==> src/rtl/vend_pkg.sv <==
// Shared coin codes and acceptor state type for the vending machine coin path.
package vend_pkg;

    localparam logic [1:0] COIN_NONE   = 2'd0;
    localparam logic [1:0] COIN_NICKEL = 2'd1;
    localparam logic [1:0] COIN_DIME   = 2'd2;

    typedef enum logic [2:0] {
        ACC_IDLE,
        ACC_QUAL,
        ACC_EMIT,
        ACC_RELEASE,
        ACC_GAP,
        ACC_REJECT
    } acc_state_e;

endpackage

==> src/rtl/coin_sync.sv <==
// Two-flop synchronizer bringing the raw coin sensor levels into the clock domain.
module coin_sync #(
    parameter int WIDTH = 2
) (
    input  logic             clock,
    input  logic             reset,
    input  logic [WIDTH-1:0] i_async,
    output logic [WIDTH-1:0] o_sync
);

    logic [WIDTH-1:0] r_meta;
    logic [WIDTH-1:0] r_sync;

    always_ff @(posedge clock or negedge reset) begin
        if (!reset) begin
            r_meta <= '0;
            r_sync <= '0;
        end else begin
            r_meta <= i_async;
            r_sync <= r_meta;
        end
    end

    assign o_sync = r_sync;

endmodule

==> src/rtl/coin_acceptor.sv <==
// Coin acceptor: debounces the nickel/dime sensors, emits a coin code or a reject
// pulse per insertion, then waits for release and a quiet gap before the next coin.
module coin_acceptor
    import vend_pkg::*;
#(
    parameter int DEBOUNCE  = 4,
    parameter int PULSE_LEN = 1,
    parameter int COIN_GAP  = 2
) (
    input  logic       clock,
    input  logic       reset,
    input  logic       nickel_in,
    input  logic       dime_in,
    input  logic       enable,
    output logic [1:0] coin,
    output logic       reject,
    output logic       busy,
    output logic [7:0] accepted
);

    localparam logic [3:0] DEB_CNT   = 4'(DEBOUNCE);
    localparam logic [3:0] PULSE_CNT = 4'(PULSE_LEN);
    localparam logic [3:0] GAP_CNT   = 4'(COIN_GAP);

    logic [1:0] w_sync;
    logic       w_nick;
    logic       w_dime;
    logic       w_mine;
    logic       w_other;

    acc_state_e r_state;
    acc_state_e w_state_next;
    logic [3:0] r_count;
    logic [3:0] w_count_next;
    logic       r_is_dime;
    logic       w_is_dime_next;
    logic [7:0] r_accepted;
    logic       w_accept;

    coin_sync #(.WIDTH(2)) u_sync (
        .clock   (clock),
        .reset   (reset),
        .i_async ({dime_in, nickel_in}),
        .o_sync  (w_sync)
    );

    assign w_nick  = w_sync[0];
    assign w_dime  = w_sync[1];
    assign w_mine  = r_is_dime ? w_dime : w_nick;
    assign w_other = r_is_dime ? w_nick : w_dime;

    always_ff @(posedge clock or negedge reset) begin
        if (!reset) begin
            r_state    <= ACC_IDLE;
            r_count    <= 4'd0;
            r_is_dime  <= 1'b0;
            r_accepted <= 8'd0;
        end else begin
            r_state    <= w_state_next;
            r_count    <= w_count_next;
            r_is_dime  <= w_is_dime_next;
            if (w_accept) begin
                r_accepted <= r_accepted + 8'd1;
            end
        end
    end

    // r_count is shared: debounce length in QUAL, pulse length in EMIT, quiet time in GAP.
    always_comb begin
        w_state_next   = r_state;
        w_count_next   = r_count;
        w_is_dime_next = r_is_dime;
        w_accept       = 1'b0;
        case (r_state)
            ACC_IDLE: begin
                if (w_nick && w_dime) begin
                    w_state_next = ACC_REJECT;
                end else if (w_nick || w_dime) begin
                    w_state_next   = ACC_QUAL;
                    w_count_next   = 4'd1;
                    w_is_dime_next = w_dime;
                end
            end
            ACC_QUAL: begin
                if (w_other) begin
                    w_state_next = ACC_REJECT;
                end else if (r_count == DEB_CNT) begin
                    if (enable) begin
                        w_state_next = ACC_EMIT;
                        w_count_next = 4'd1;
                        w_accept     = 1'b1;
                    end else begin
                        w_state_next = ACC_REJECT;
                    end
                end else if (w_mine) begin
                    w_count_next = r_count + 4'd1;
                end else begin
                    w_state_next = ACC_IDLE;
                end
            end
            ACC_EMIT: begin
                if (r_count == PULSE_CNT) begin
                    w_state_next = ACC_RELEASE;
                end else begin
                    w_count_next = r_count + 4'd1;
                end
            end
            ACC_REJECT: begin
                w_state_next = ACC_RELEASE;
            end
            ACC_RELEASE: begin
                if (!w_nick && !w_dime) begin
                    if (COIN_GAP == 0) begin
                        w_state_next = ACC_IDLE;
                    end else begin
                        w_state_next = ACC_GAP;
                        w_count_next = 4'd1;
                    end
                end
            end
            ACC_GAP: begin
                if (r_count == GAP_CNT) begin
                    w_state_next = ACC_IDLE;
                end else begin
                    w_count_next = r_count + 4'd1;
                end
            end
            default: begin
                w_state_next = ACC_IDLE;
            end
        endcase
    end

    assign coin     = (r_state == ACC_EMIT) ? (r_is_dime ? COIN_DIME : COIN_NICKEL) : COIN_NONE;
    assign reject   = (r_state == ACC_REJECT);
    assign busy     = (r_state != ACC_IDLE);
    assign accepted = r_accepted;

endmodule

==> config.mk <==
export PLATFORM = sky130hd
export DESIGN_NAME = coin_acceptor
export DESIGN_NICKNAME = d
export VERILOG_FILES = /design/src/rtl/vend_pkg.sv /design/src/rtl/coin_sync.sv /design/src/rtl/coin_acceptor.sv
export SDC_FILE = /design/constraint.sdc
export NUM_CORES = 1
export LEC_CHECK = 0
export ABC_CLOCK_PERIOD_IN_PS = 1600
export CORE_MARGIN = 2
export CORE_UTILIZATION = 48
export CTS_CLUSTER_SIZE = 14
export DETAILED_ROUTE_END_ITERATION = 12
export GPL_TIMING_DRIVEN = 1
export PLACE_DENSITY = 0.77
export SYNTH_ARGS = -nofsm -noshare
export SYNTH_HDL_FRONTEND = slang
export SYNTH_SLANG_ARGS = --single-unit
export TNS_END_PERCENT = 20
==> constraint.sdc <==
create_clock -name clock -period 1.6 [get_ports clock]
set_input_delay 0.48 -clock clock [delete_from_list [all_inputs] [get_ports clock]]
set_output_delay 0.48 -clock clock [all_outputs]
set_load 0.02 [all_outputs]
==> summary.txt, run 1 <==
Worst setup path
  • Critical path launch point type: flop
  • Cell family with most CP delay: simple AND/OR/NAND/NOR gates
  • CP Buf/Inv Count: 1
  • Worst-path fanout max: 3
  • Critical path's slowest cell: dfrtp_1
  • Crit. End Element: output port
  • Worst Path Required: 1.12 ns
  • CP max stage delay: 0.41 ns
  • Crit path cell chain: or3b_4 -> nor2_1 -> buf_4
  • Worst EP arrival: 1.36 ns
  • CP Class: flop to output port

GRT
  • First-pass GRT wire length: 4843 um
  • Final global-route overflow total: 0
  • Initial antenna violation count: 0
  • GRT Total Usage: 23.61%
  • Largest net degree at the start of global routing: 21
  • Vias in the first global route: 1029

Floorplanning
  • Total Die Area: 0.002876 mm^2
  • Die X: 53.63 um
  • Rows: 17
  • I/O pins: 17
  • Die height: 53.63 um
  • Initial Util: 51.95%
  • Std-Cell Core Area: 0.002276 mm^2

Drt
  • First-pass DRT Iterations: 4
  • DRT iter0 DRCs: 22
  • Via count: 1059
  • Vias per cell: 5.487
  • ANT nets after route: 0
  • Routed WL: 2894 um
  • Routed WL per cell: 14.99 um
  • DRC: 0

Placed design
  • Number of placed instances with taps included: 184
  • Gp weighted congestion: 0.7852
  • Post-Place Worst Slack: -0.3943 ns
  • Area after DPL: 0.001570 mm^2
  • Port bufs: 16
  • Post-DP HPWL: 2057 um

Clock network
  • CTS sink cnt: 20
  • Reg clk slew, reported paths: 0.12 ns
  • CTS tree: done
  • Bufs on Longest Clock Path: 2
  • Hold_buf cts: 0
  • TritonCTS buffer count: 3
  • Clk Latency, worst-skew pair: 0.31 ns
  • H-tree level count: 1
  • Clk root buf: clkbuf_4

Power and ir drop
  • Switching share of power: 39.79%
  • PnR Total Power: 2.896 mW
  • Max VDD drop: 1.549 mV
  • Internal: 1.744 mW
  • Switch Pwr: 1.152 mW
  • Leak: 0.8380 nW
  • Sequential share of power: 24.5%
  • Combinational Power Share: 61.2%
  • Cell Pwr Density: 1657 mW/mm^2
  • Clk pwr share: 14.3%

STA
  • Final hold violation count: 0
  • RSZ-0062 raised after global routing: true
  • Hold Slack: 0.3543 ns
  • Final setup fails: 19
  • Fin crit period: 1.835 ns
  • Measured slew at the worst slew-check pin: 0.3523 ns
  • Max Slew Vio Count: 0
  • Final TNS setup: -2.224 ns
  • Slew margin rel.: 76.52%
  • Post-Route Skew: 0.006891 ns
  • Crit share post-route: 114.7%
  • Final worst slack: -0.2351 ns
  • Max Clk Rate: 544.9 MHz

Synthesis
  • Mapped Cells: 118
  • Post-Syn Nets: 130
  • Yosys warning count: 0
  • Sequential element share of the synthesized area: 42.33%
  • Share of the synthesized area in the top cell type: 42.33%
  • Synth async-reset ratio: 100.0%
  • Synth top area cells: dfrtp_1 42%, ha_1 7.4%, xnor2_1 4.4%, nand2_1 3.8%, o21ai_0 3.0%
  • Yosys top cell by area: dfrtp_1
  • Netlist Area Pre-Place: 0.001182 mm^2
  • Yosys reg bits: 20
  • Post-synth EDFFs: 0
  • Mean post-synth cell area: 10.02 um^2
  • Post-synth cell types: 40
  • Ys flop type: dfrtp_1

Run status
  • Violated checks: negative setup slack
  • Status: complete, but fails checks

Finish
  • Commonest cells after routing, fill and taps aside: 30 x buf_4, 19 x dfrtp_1, 12 x nand2_1
  • Post-route insts no fill: 193
  • Commonest non-fill, non-tap cell in the layout: buf_4
  • Ant diodes: 0
  • Syn-to-layout area delta: 47.83%
  • Post-Layout Inst Area: 0.001748 mm^2
  • Final core utilization: 76.80%
  • Layout cell share with drive strength beyond 1: 38.79%
  • Nets: 178

Job
  • MaxCap Viol Count: 0

Worst hold path
  • Worst hold path type: flop to flop
==> per-layer routing <==
layer / vias up / GRT usage (%) / routed length (um)
li1: 516 / - / -
met1: 518 / 34.70 / 1376
met2: 21 / 35.39 / 1370
met3: 4 / 4.722 / 117
met4: 0 / 6.410 / 30
met5: - / 0 / 0
==> area by class of cell <==
type                            count  area [um^2]
Multi-Input combinational cell     87        735.7
Sequential cell                    20        501.7
Clock inverter                      1        30.03
Fill cell                         159        528.0
Inverter                            6        22.52
Tap cell                           28        35.03
Timing Repair Buffer               48        400.4
Clock buffer                        3        22.52
==> worst register-to-register path, delay by kind of cell, from the launching register on <==
kind                      cells  cell delay (ns)
and+or+nand+nor               4             0.82
buffers and inverters         2             0.28
xor gates and xnor gates      1             0.19
DFF                           1             0.42
==> cells in the mapped netlist (2+ instances only) <==
cell type,count
a21o_1,2
a21oi_1,2
and2_1,3
and3_1,3
and3b_1,3
and4_1,2
buf_2,4
dfrtp_1,20
ha_1,7
inv_1,6
nand2_1,12
nand3_1,2
nand3b_1,2
nand4_1,3
nor2_1,6
nor3_1,3
nor3b_1,2
o211ai_1,2
o21ai_0,7
xnor2_1,6
xor2_1,2
==> cell families (layout without fill, tap and decap cells) <==
group / Yosys count / after routing / share of synthesized area (%)
AO/OA/AOI/OAI: 23 / 23 / 14.50
XOR/XNOR: 8 / 8 / 5.926
adder cells (fa/ha/maj): 7 / 7 / 7.407
buffers and inverters: 11 / 58 / 4.233
flip-flops: 20 / 20 / 42.33
multiplexers: 2 / 2 / 1.799
AND/OR/NAND/NOR: 47 / 47 / 23.81
==> flip-flops by register name, summed over array words and instances, names as in the netlist <==
name	count
u_sync.r_meta	2
u_sync.o_sync	2
r_state	3
r_count	4
accepted	8
r_is_dime	1
==> what timing repair did <==
action / 4_1_cts / 5_1_grt
setup endpoints to repair: 27 / 22
buffers inserted: 4 / 1
pin swaps: 8 / 5
resized for setup: 47 / 13
==> path summary, 6_finish.rpt <==
check	start	end	slack, ns	cells after the start
worst max register to register	r_state[2]$_DFFE_PN0P_	accepted[7]$_DFFE_PN0P_	-0.19	7
worst min-delay path	u_sync.r_meta[1]$_DFF_PN0_	u_sync.o_sync[1]$_DFF_PN0_	0.35	0
worst max-delay path	r_state[0]$_DFFE_PN0P_	coin[0]	-0.24	3
worst min register to register	u_sync.r_meta[1]$_DFF_PN0_	u_sync.o_sync[1]$_DFF_PN0_	0.35	0
max in group asynchronous	reset	r_is_dime$_DFFE_PN0P_	0.87	2
min in group asynchronous	reset	r_state[1]$_DFFE_PN0P_	0.49	2
==> power groups by stage <==
stage / registers (mW) / logic, mW / clock network (mW)
finish: 0.710 / 1.77 / 0.415
detailed placement: 0.710 / 1.45 / 0
floorplan: 0.723 / 0.835 / 0
global route: 0.730 / 1.93 / 0.450
CTS: 0.700 / 1.66 / 0.422
global placement: 0.708 / 1.40 / 0
(Power assumes the default switching activity.)
==> run 2, diff against run 1 <==
--- a/config.mk
+++ b/config.mk
@@ -8,6 +8,7 @@
 export ABC_CLOCK_PERIOD_IN_PS = 1600
 export CORE_MARGIN = 2
 export CORE_UTILIZATION = 48
+export CTS_CLUSTER_DIAMETER = 30
 export CTS_CLUSTER_SIZE = 14
 export DETAILED_ROUTE_END_ITERATION = 12
 export GPL_TIMING_DRIVEN = 1
==> results of run 2 <==
The final DEF is identical to that of run 1; final timing and power are the same.
==> run 3, diff against run 2 <==
--- a/config.mk
+++ b/config.mk
@@ -12,8 +12,9 @@
 export CTS_CLUSTER_SIZE = 14
 export DETAILED_ROUTE_END_ITERATION = 12
 export GPL_TIMING_DRIVEN = 1
-export PLACE_DENSITY = 0.77
+export PLACE_DENSITY = 0.76
 export SYNTH_ARGS = -nofsm -noshare
 export SYNTH_HDL_FRONTEND = slang
+export SYNTH_HIERARCHICAL = 1
 export SYNTH_SLANG_ARGS = --single-unit
 export TNS_END_PERCENT = 20
==> summary.txt, run 3 <==
Finish
  • Largest register FFs: 8
  • Nets: 198
  • Register Area: 503.0 um^2
  • Syn-to-layout area delta: 63.51%
  • Commonest non-fill, non-tap cell in the layout: buf_4
  • Layout cell share with drive strength beyond 1: 48.91%
  • Post-route insts no fill: 214
  • Footprint of the multi-input gates: 859.6 um^2
  • Filler cells: 138
  • Ant diodes: 0
  • Commonest cells after routing, fill and taps aside: 41 x buf_4, 18 x dfrtp_1, 10 x nand2_1

Drt
  • Via count: 1188
  • First-pass DRT Iterations: 4
  • ANT nets after route: 0
  • DRT iter0 DRCs: 20
  • Routed WL: 3723 um
  • Routed WL per cell: 17.40 um
  • Vias per cell: 5.551
  • DRC: 0

STA
  • RSZ-0062 raised after global routing: true
  • Measured slew at the worst slew-check pin: 0.3490 ns
  • Slew margin rel.: 76.57%
  • Final hold violation count: 0
  • Crit share post-route: 110.6%
  • Final worst slack: -0.1688 ns
  • Final setup fails: 17
  • Max Clk Rate: 565.4 MHz
  • Max Slew Vio Count: 0
  • Post-Route Skew: 0.01073 ns
  • Fin crit period: 1.769 ns

GRT
  • GRT Total Usage: 25.06%
  • Vias in the first global route: 1113
  • Final global-route overflow total: 0
  • Initial antenna violation count: 0
  • First-pass GRT wire length: 5037 um
  • Largest net degree at the start of global routing: 21

Floorplanning
  • Initial Util: 50.05%
  • Rows: 18
  • Total Die Area: 0.002955 mm^2
  • I/O pins: 17
  • Std-Cell Core Area: 0.002432 mm^2
  • Die height: 54.36 um
  • Die X: 54.36 um

Synthesis
  • Ys flop type: dfrtp_1
  • Share of the synthesized area in the top cell type: 41.11%
  • Sequential element share of the synthesized area: 41.11%
  • Post-synth cell types: 42
  • Post-synth EDFFs: 0
  • Yosys warning count: 6
  • Mean post-synth cell area: 9.979 um^2
  • Most numerous cell in the Yosys netlist: dfrtp_1
  • Most instantiated cells after synthesis: 20 x dfrtp_1, 12 x nand2_1, 10 x inv_1
  • Netlist Area Pre-Place: 0.001217 mm^2
  • Synth top area cells: dfrtp_1 41%, ha_1 7.2%, xnor2_1 5.0%, nand2_1 3.7%, inv_1 3.1%
  • Mapped Cells: 122
  • Yosys top cell by area: dfrtp_1
  • Yosys reg bits: 20
  • Synth async-reset ratio: 100.0%
  • Post-Syn Nets: 134

Worst setup path
  • Worst EP arrival: 2.00 ns
  • Reg-to-reg startpoint: r_state[0]$_DFFE_PN0P_
  • Crit. End Element: flop
  • R2r setup slk: -0.17 ns
  • Crit path launch: r_state[0]$_DFFE_PN0P_
  • Worst-path fanout max: 12
  • Worst r2r dst: r_count[3]$_DFFE_PN0P_
  • R2R depth: 7
  • Worst Path Required: 1.83 ns
  • CP Class: flop to flop
  • Critical path launch point type: flop

Clock network
  • Bufs on Longest Clock Path: 2
  • Clk Latency, worst-skew pair: 0.32 ns
  • Clk root buf: clkbuf_4
  • TritonCTS buffer count: 3
  • Hold_buf cts: 0
  • CTS tree: done
  • CTS sink cnt: 20
  • Reg clk slew, reported paths: 0.11 ns
  • H-tree level count: 1

Placed design
  • Post-DP HPWL: 2367 um
  • Port bufs: 16
  • Gp weighted congestion: 0.8607
  • Number of placed instances with taps included: 201

Power and ir drop
  • Cell Pwr Density: 1625 mW/mm^2
  • Leak: 0.8874 nW
  • PnR Total Power: 3.235 mW
  • Max VDD drop: 1.338 mV

Worst hold path
  • Hold Path Sink: u_sync/o_sync[0]$_DFF_PN0_
  • Hold Path Stages: 0
  • Min-delay src: u_sync/r_meta[0]$_DFF_PN0_
  • Worst hold path type: flop to flop

Job
  • MaxCap Viol Count: 0

Run status
  • Violated checks: negative setup slack
  • Status: complete, but fails checks
==> run 3: cell count changes after synthesis, moves of 3 or more <==
cell / delta
nand3_1: +4
and3b_1: -3
buf_2: -3
inv_1: +4
==> run 3: area by class of cell <==
type / count / area share, %
multi-input cells: 88 / 43.18
repair buffers: 63 / 26.65
flip-flops and latches: 20 / 25.27
inverters: 10 / 1.886
well taps: 30 / 1.886
clock buffers: 3 / 1.131
==> run 3: timing repair <==
item,in CTS,in global routing
setup buffers,2,8
pin swaps,12,11
gates resized for setup,58,26
endpoints found under the setup margin,27,21
==> run 3: report_power, final <==
| group | switching, mW | internal (mW) |
|---|---|---|
| registers | 0.0886 | 0.609 |
| clock network | 0.160 | 0.0885 |
| logic | 1.14 | 1.15 |
| total | 1.39 | 1.85 |
==> run 3: how the worst max path moves through the flow <==
| stage | cells after the start | end |
|---|---|---|
| final | 7 | r_count[3]$_DFFE_PN0P_ |
| after global routing | 7 | r_state[0]$_DFFE_PN0P_ |
| after CTS | 7 | r_state[0]$_DFFE_PN0P_ |
| after detailed placement | 6 | r_count[3]$_DFFE_PN0P_ |
| after global placement | 6 | r_count[3]$_DFFE_PN0P_ |
| after floorplan | 7 | r_state[0]$_DFFE_PN0P_ |
==> run 3: cells by family (layout without fill, tap and decap cells) <==
family          count (synthesis)  after routing  share of synthesized area, %
simple gates                   46             46                         22.10
compound gates                 26             26                         16.75
flops                          20             20                         41.11
buf+inv                        14             76                         5.961
xor+xnor                        8              8                         5.756
fa+ha+maj                       7              7                         7.194
mux                             1              1                         1.130
==> run 3: worst max-delay path, cell delays in order (launching register included) <==
cell       delay, ns
dfrtp_1         0.40
buf_6           0.14
buf_12          0.14
nor3b_4         0.19
buf_6           0.17
a2bb2oi_2       0.09
or3_1           0.34
o22ai_1         0.19
==> run 3: per-stage QoR <==
step / setup WS, ns / area [um^2] / hold slack, ns / setup TNS [ns] / utilization (%)
after global routing: -0.2517 / 1991 / 0.3704 / -3.125 / 81.84
after global placement: -0.3738 / 1663 / 0.3312 / -4.439 / 68.36
after CTS: -0.1664 / 1819 / 0.3594 / -1.674 / 74.79
final: -0.1688 / 1991 / 0.3564 / -1.735 / 81.84
after floorplan: -0.08211 / 1222 / 0.1844 / -0.3819 / -
after detailed placement: -0.5060 / 1663 / 0.3356 / -5.087 / 68.36
==> run 3: routing by layer <==
layer,global-route usage [%],routed length [um],vias to the layer above
met3,6.831,130,12
met1,25.69,1409,583
met5,0,0,-
met4,10.83,127,0
li1,-,-,561
met2,46.99,2055,32
